<file path="config.mk">
export PLATFORM = sky130hd
export DESIGN_NAME = io_ctrl
export DESIGN_NICKNAME = d
export VERILOG_FILES = /design/src/rtl/io_ctrl.sv
export SDC_FILE = /design/constraint.sdc
export NUM_CORES = 1
export LEC_CHECK = 0
export ABC_AREA = 1
export CORE_MARGIN = 10
export CORE_UTILIZATION = 30
export CTS_BUF_LIST = sky130_fd_sc_hd__clkbuf_16
export CTS_CLUSTER_DIAMETER = 120
export DETAILED_ROUTE_END_ITERATION = 8
export PLACE_DENSITY = 0.65
export SETUP_SLACK_MARGIN = 0.15
export SYNTH_ARGS = -nofsm -noshare
export SYNTH_HDL_FRONTEND = slang
export SYNTH_SLANG_ARGS = --single-unit
</file>
<file path="constraint.sdc">
create_clock -name clk -period 1.5 [get_ports clk]
set_input_delay 0.45 -clock clk [delete_from_list [all_inputs] [get_ports clk]]
set_output_delay 0.45 -clock clk [all_outputs]
set_load 0.1 [all_outputs]
</file>
<file path="src/rtl/io_ctrl.sv">
// io_ctrl: CPU-facing user I/O block. A debounced confirm button captures the
// switch value into du during an input instruction. Output instructions queue
// dm values for the 7-segment display.
// Ports: clk/rst_n (async active-low); inop/outop instruction strobes; bt raw
//   button; in switches; dm value to display; du captured input; disp/disp_valid
//   display value and "something shown" flag; await combinational CPU stall.
// Latency: du loads on the press edge and disp follows the FIFO head. In the
//   register build, disp updates the cycle after outop.
// Backpressure: await holds the CPU while an input is pending. It also holds
//   the CPU while outop hits a FIFO that cannot take an entry this cycle.
// Config: define IO_CTRL_OUTFIFO_EN for the FIFO with a hold timer. Without it,
//   the build uses a single output register.
module io_ctrl #(
  parameter int DATA_W      = 32,
  parameter int IN_W        = 14,
  parameter int DISP_W      = 14,
  parameter int DEB_CYCLES  = 50000,
  parameter int OUT_DEPTH   = 4,
  parameter int HOLD_CYCLES = 25000000
) (
  input  logic              clk,
  input  logic              rst_n,
  input  logic              inop,
  input  logic              outop,
  input  logic              bt,
  input  logic [IN_W-1:0]   in,
  input  logic [DATA_W-1:0] dm,
  output logic [DATA_W-1:0] du,
  output logic [DISP_W-1:0] disp,
  output logic              disp_valid,
  output logic              await
);

  localparam int DW = $clog2(DEB_CYCLES + 1);
  localparam logic [DW-1:0] DEB_LAST = DW'(DEB_CYCLES - 1);

  typedef enum logic [1:0] {S_IDLE, S_WAIT_REL, S_WAIT_PRESS, S_DONE} state_t;

  logic          bt_s1, bt_s2;
  logic          deb_lvl;
  logic [DW-1:0] deb_cnt;
  logic          press;
  state_t        state, state_nxt;
  logic          du_load;
  logic          out_stall;

  // Button synchroniser and debouncer. The level flips on the DEB_CYCLES-th
  // consecutive sample that disagrees with it. A flip to 1 is the press event.
  // The press event is registered, so it is high for exactly the first cycle
  // that deb_lvl reads 1.
  always_ff @(posedge clk or negedge rst_n) begin
    if (!rst_n) begin
      bt_s1   <= 1'b0;
      bt_s2   <= 1'b0;
      deb_lvl <= 1'b0;
      deb_cnt <= '0;
      press   <= 1'b0;
    end else begin
      bt_s1 <= bt;
      bt_s2 <= bt_s1;
      press <= 1'b0;
      if (bt_s2 == deb_lvl) begin
        deb_cnt <= '0;
      end else if (deb_cnt == DEB_LAST) begin
        deb_lvl <= bt_s2;
        deb_cnt <= '0;
        press   <= bt_s2;
      end else begin
        deb_cnt <= deb_cnt + DW'(1);
      end
    end
  end

  // Input FSM. Dropping inop abandons a pending capture.
  always_ff @(posedge clk or negedge rst_n) begin
    if (!rst_n) state <= S_IDLE;
    else        state <= state_nxt;
  end

  always_comb begin
    state_nxt = state;
    du_load   = 1'b0;
    case (state)
      S_IDLE:       if (inop) state_nxt = deb_lvl ? S_WAIT_REL : S_WAIT_PRESS;
      S_WAIT_REL:   if (!inop) state_nxt = S_IDLE;
                    else if (!deb_lvl) state_nxt = S_WAIT_PRESS;
      S_WAIT_PRESS: if (!inop) state_nxt = S_IDLE;
                    else if (press) begin
                      du_load   = 1'b1;
                      state_nxt = S_DONE;
                    end
      S_DONE:       state_nxt = S_IDLE;
      default:      state_nxt = S_IDLE;
    endcase
  end

  always_ff @(posedge clk or negedge rst_n) begin
    if (!rst_n)       du <= '0;
    else if (du_load) du <= DATA_W'(in);
  end

  assign await = (inop && (state != S_DONE)) || (outop && !inop && out_stall);

`ifdef IO_CTRL_OUTFIFO_EN
  localparam int AW = (OUT_DEPTH > 1) ? $clog2(OUT_DEPTH) : 1;
  localparam int CW = $clog2(OUT_DEPTH + 1);
  localparam int HW = $clog2(HOLD_CYCLES + 1);
  localparam logic [HW-1:0] HOLD_LAST = HW'(HOLD_CYCLES - 1);

  logic [DISP_W-1:0] mem [OUT_DEPTH];
  logic [AW-1:0]     wr_ptr, rd_ptr;
  logic [CW-1:0]     count;
  logic [HW-1:0]     hold_cnt;
  logic              full, pop, push;
  logic              unused_dm;

  assign unused_dm = ^dm;
  assign full      = (count == CW'(OUT_DEPTH));
  // The head leaves only after a full hold and only if a successor is waiting.
  // The last entry therefore stays on the display indefinitely.
  assign pop       = (count > CW'(1)) && (hold_cnt == HOLD_LAST);
  // A slot freed by a same-cycle pop is usable at once. The stall therefore
  // reflects "cannot accept now" rather than raw occupancy.
  assign out_stall = full && !pop;
  assign push      = outop && !inop && !out_stall;
  // Entries are zero after reset, so the empty FIFO displays 0.
  assign disp      = mem[rd_ptr];

  always_ff @(posedge clk or negedge rst_n) begin
    if (!rst_n) begin
      for (int i = 0; i < OUT_DEPTH; i++) mem[i] <= '0;
      wr_ptr     <= '0;
      rd_ptr     <= '0;
      count      <= '0;
      hold_cnt   <= '0;
      disp_valid <= 1'b0;
    end else begin
      if (push) begin
        mem[wr_ptr] <= dm[DISP_W-1:0];
        wr_ptr      <= wr_ptr + AW'(1);
        disp_valid  <= 1'b1;
      end
      if (pop) begin
        rd_ptr   <= rd_ptr + AW'(1);
        hold_cnt <= '0;
      end else if ((count != '0) && (hold_cnt != HOLD_LAST)) begin
        hold_cnt <= hold_cnt + HW'(1);
      end
      case ({push, pop})
        2'b10:   count <= count + CW'(1);
        2'b01:   count <= count - CW'(1);
        default: count <= count;
      endcase
    end
  end
`else
  logic [DISP_W-1:0] out_reg;
  logic              unused_cfg;

  assign unused_cfg = (^dm) ^ (OUT_DEPTH > 0) ^ (HOLD_CYCLES > 0);
  assign out_stall  = 1'b0;
  assign disp       = out_reg;

  always_ff @(posedge clk or negedge rst_n) begin
    if (!rst_n) begin
      out_reg    <= '0;
      disp_valid <= 1'b0;
    end else if (outop && !inop) begin
      out_reg    <= dm[DISP_W-1:0];
      disp_valid <= 1'b1;
    end
  end
`endif

endmodule
</file>
==> reports/metrics.yaml <==
grt:
  first_global_vias: 2177
  gr-total-overflow: 0
  track_usage_pct: 10.4
  number_of_antenna_violations_at_the_first_check_in_global_routing: 0
  grt_start_max_net_pins: 44
  grt_pass1_wl_um: 10700
synthesis:
  ys.flop_type: "dfrtp_1"
  postSynth.asyncResetShare_pct: 100
  synth.distinct_cells: 27
  mean_instance_size_in_the_synthesized_netlist_um2: 9.02
  top_cells_by_area_synth: "dfrtp_1 (52%), nand2_1 (9.5%), mux2_2 (6.4%)"
  post-synth-top-area-cell: "dfrtp_1"
  synth-seq-cells: 51
  total_standard_cell_area_after_synthesis_um2: 2460
  synthCells: 273
  yosys_warnings: 0
  synthDominantCellAreaShare_pct: 51.8
  sequential_to_total_area_share_from_yosys_stat_pct: 51.8
  synth_edf_count: 0
clocking:
  htree_num_levels: 2
  cts_buffer_depth: 2
  numCtsBuffers: 5
  clk_transition_reported_paths_ns: 0.07
  ctsRootBufferMaster: "clkbuf_16"
  ctsHoldBuffers: 0
  cts_tree: "yes"
  sink_count: 51
  clock_insertion_delay_worst_skew_ns: 0.30
floorplanning:
  num_io_pins: 99
  die_width_um: 111
  dieHeight_um: 111
  floorplan.initialDensity_pct: 31.4
  core_um2: 7850
  die-area_um2: 12200
  row_count: 32
power:
  net_switching_uw: 1580
  switching_share_pct: 37.6
  power.share.sequential_pct: 37.3
  power_report.internal_total_uw: 2620
  ir_drop_uv: 570
  p_clk_share_pct: 26.9
  pwr-share-comb_pct: 35.8
  power.density_nw_per_um2: 1070
  leakagePower_uw: 0.00183
status:
  failed_checks: "setup timing"
  status: "finished, violations left"
routing:
  route.detailed.vias_per_inst: 4.45
  antenna_left: 0
  drc: 0
  drt-wirelength-per-cell_um: 14.1
  detailroute.via_count: 2093
  finalWirelength_um: 6650
  detail_route.iter0.violations: 93
  drt_pass1_iterations: 4
setup_path:
  worst_ep_arrival_time_ns: 1.12
  critical_path.startpoint_type: "register"
  timing.reg2reg.setup_slack_ns: 0.20
  required_ns: 1.05
  timing.setup.critical_path_class: "register to output port"
  end_kind: "output port"
  crit_path_max_fanout: 2
sta:
  finalClockSkew_ns: 0.00879
  hold_viol_final: 0
  fmax_mhz: 637
  hold-worst-slack_ns: 0.0174
  slew_violations: 0
  timing.final.crit_share_pct: 105
  grt_setup_unrepaired: "yes"
  final.setup.tns_ns: -0.0704
  final_period_minus_worst_setup_slack_ns: 1.57
  worst_slack_ns: -0.0704
  finalSetupViolations: 1
placed_design:
  gp_congestion: 0.865
  dp.final_hpwl_um: 4940
  placed_area_um2: 3520
  io_buffers: 62
flow_run:
  drv.max_cap_violation_count: 0
cells_and_area:
  mostFrequentLayoutCell: "nand2_1"
  final_nets: 419
  fillCellCount: 693
  final_area_um2: 3930
  fin_util_pct: 50.0
  final_cell_mix: "nand2_1 (57), dfrtp_1 (46), nor2_1 (32), buf_12 (32), clkdlybuf4s50_1 (30)"
  num_antenna_cells: 0
  area_delta_synth_final_pct: 59.4
  drive_above_1_share_pct: 31.0
min_path:
  path_class_of_the_lowest_slack_min_delay_path: "primary input to async pin"
-- per-stage QoR --
step / std cells / setup WS [ns] / power (uW)
after floorplan: 290 / -0.0832 / 2480
after global placement: 443 / -0.364 / 2950
after detailed placement: 443 / -0.375 / 2980
after CTS: 459 / -0.0634 / 4170
after global routing: 470 / -0.0902 / 4370
final: 470 / -0.0704 / 4200
-- cell type report --
class | instances | area (um^2) | area share (%)
clock inverters | 3 | 17.5 | 0.446
well taps | 102 | 128 | 3.25
multi-input cells | 192 | 1100 | 28.0
flip-flops and latches | 51 | 1280 | 32.7
repair buffers | 93 | 1180 | 30.2
clock buffers | 5 | 125 | 3.19
inverters | 24 | 90.1 | 2.30
-- flip-flops by register name (all words and copies together) (netlist names) --
signal / cells
bt_s1: 1
bt_s2: 1
deb_cnt: 16
deb_lvl: 1
disp: 14
disp_valid: 1
du: 14
press: 1
state: 2
-- path summary, 6_finish.rpt --
check                         start         end  depth (start not counted)
setup / recovery           state[0]       await                          2
hold / removal                rst_n  deb_cnt[0]                          1
setup reg to reg           state[0]    state[1]                          7
hold reg to reg               bt_s1       bt_s2                          0
max in group asynchronous     rst_n       du[2]                          2
min in group clk              bt_s1       bt_s2                          0
-- cell usage after synthesis (4+ instances only) --
cell and count:
a21oi_1 4, buf_4 18, dfrtp_1 51, inv_1 22, mux2_2 14, nand2_1 62
nand3_1 27, nor2_1 38, nor3_1 7, xnor2_1 4
-- logic make-up after synthesis --
logic type | after synthesis | share of synthesized area, %
AOI/OAI and AO/OA | 8 | 1.83
xor gates and xnor gates | 8 | 3.15
adders and majority gates | 1 | 0.508
buffers and inverters | 47 | 10.9
DFF | 51 | 51.8
muxes | 14 | 6.40
other | 1 | 0.152
and+or+nand+nor | 143 | 25.3
-- worst max-delay path, cell delays in order (launching register included) --
cell	delay, ns
dfrtp_2	0.43
a21oi_4	0.20
buf_12	0.19
-- metal layers --
layer  GRT usage [%]  part of all wire, %
met1            10.9                   38
met2            19.1                   53
met3            3.13                  6.9
met4            4.15                  1.8
met5               0                    0
-- timing repair --
| item | 4_1_cts | 5_1_grt |
|---|---|---|
| buffers inserted | 8 | 11 |
| pin swaps | 2 | 6 |
| gates resized for setup | 10 | 25 |
| setup endpoints to repair | 43 | 52 |
-- power by group through the flow --
stage                     Combinational [uW]  Clock [uW]  Sequential (uW)
after global routing                    1580        1220             1570
after floorplan                          506           0             1980
final                                   1510        1130             1570
after global placement                  1350           0             1600
after detailed placement                1370           0             1610
after CTS                               1460        1160             1560
(Power assumes the default switching activity.)
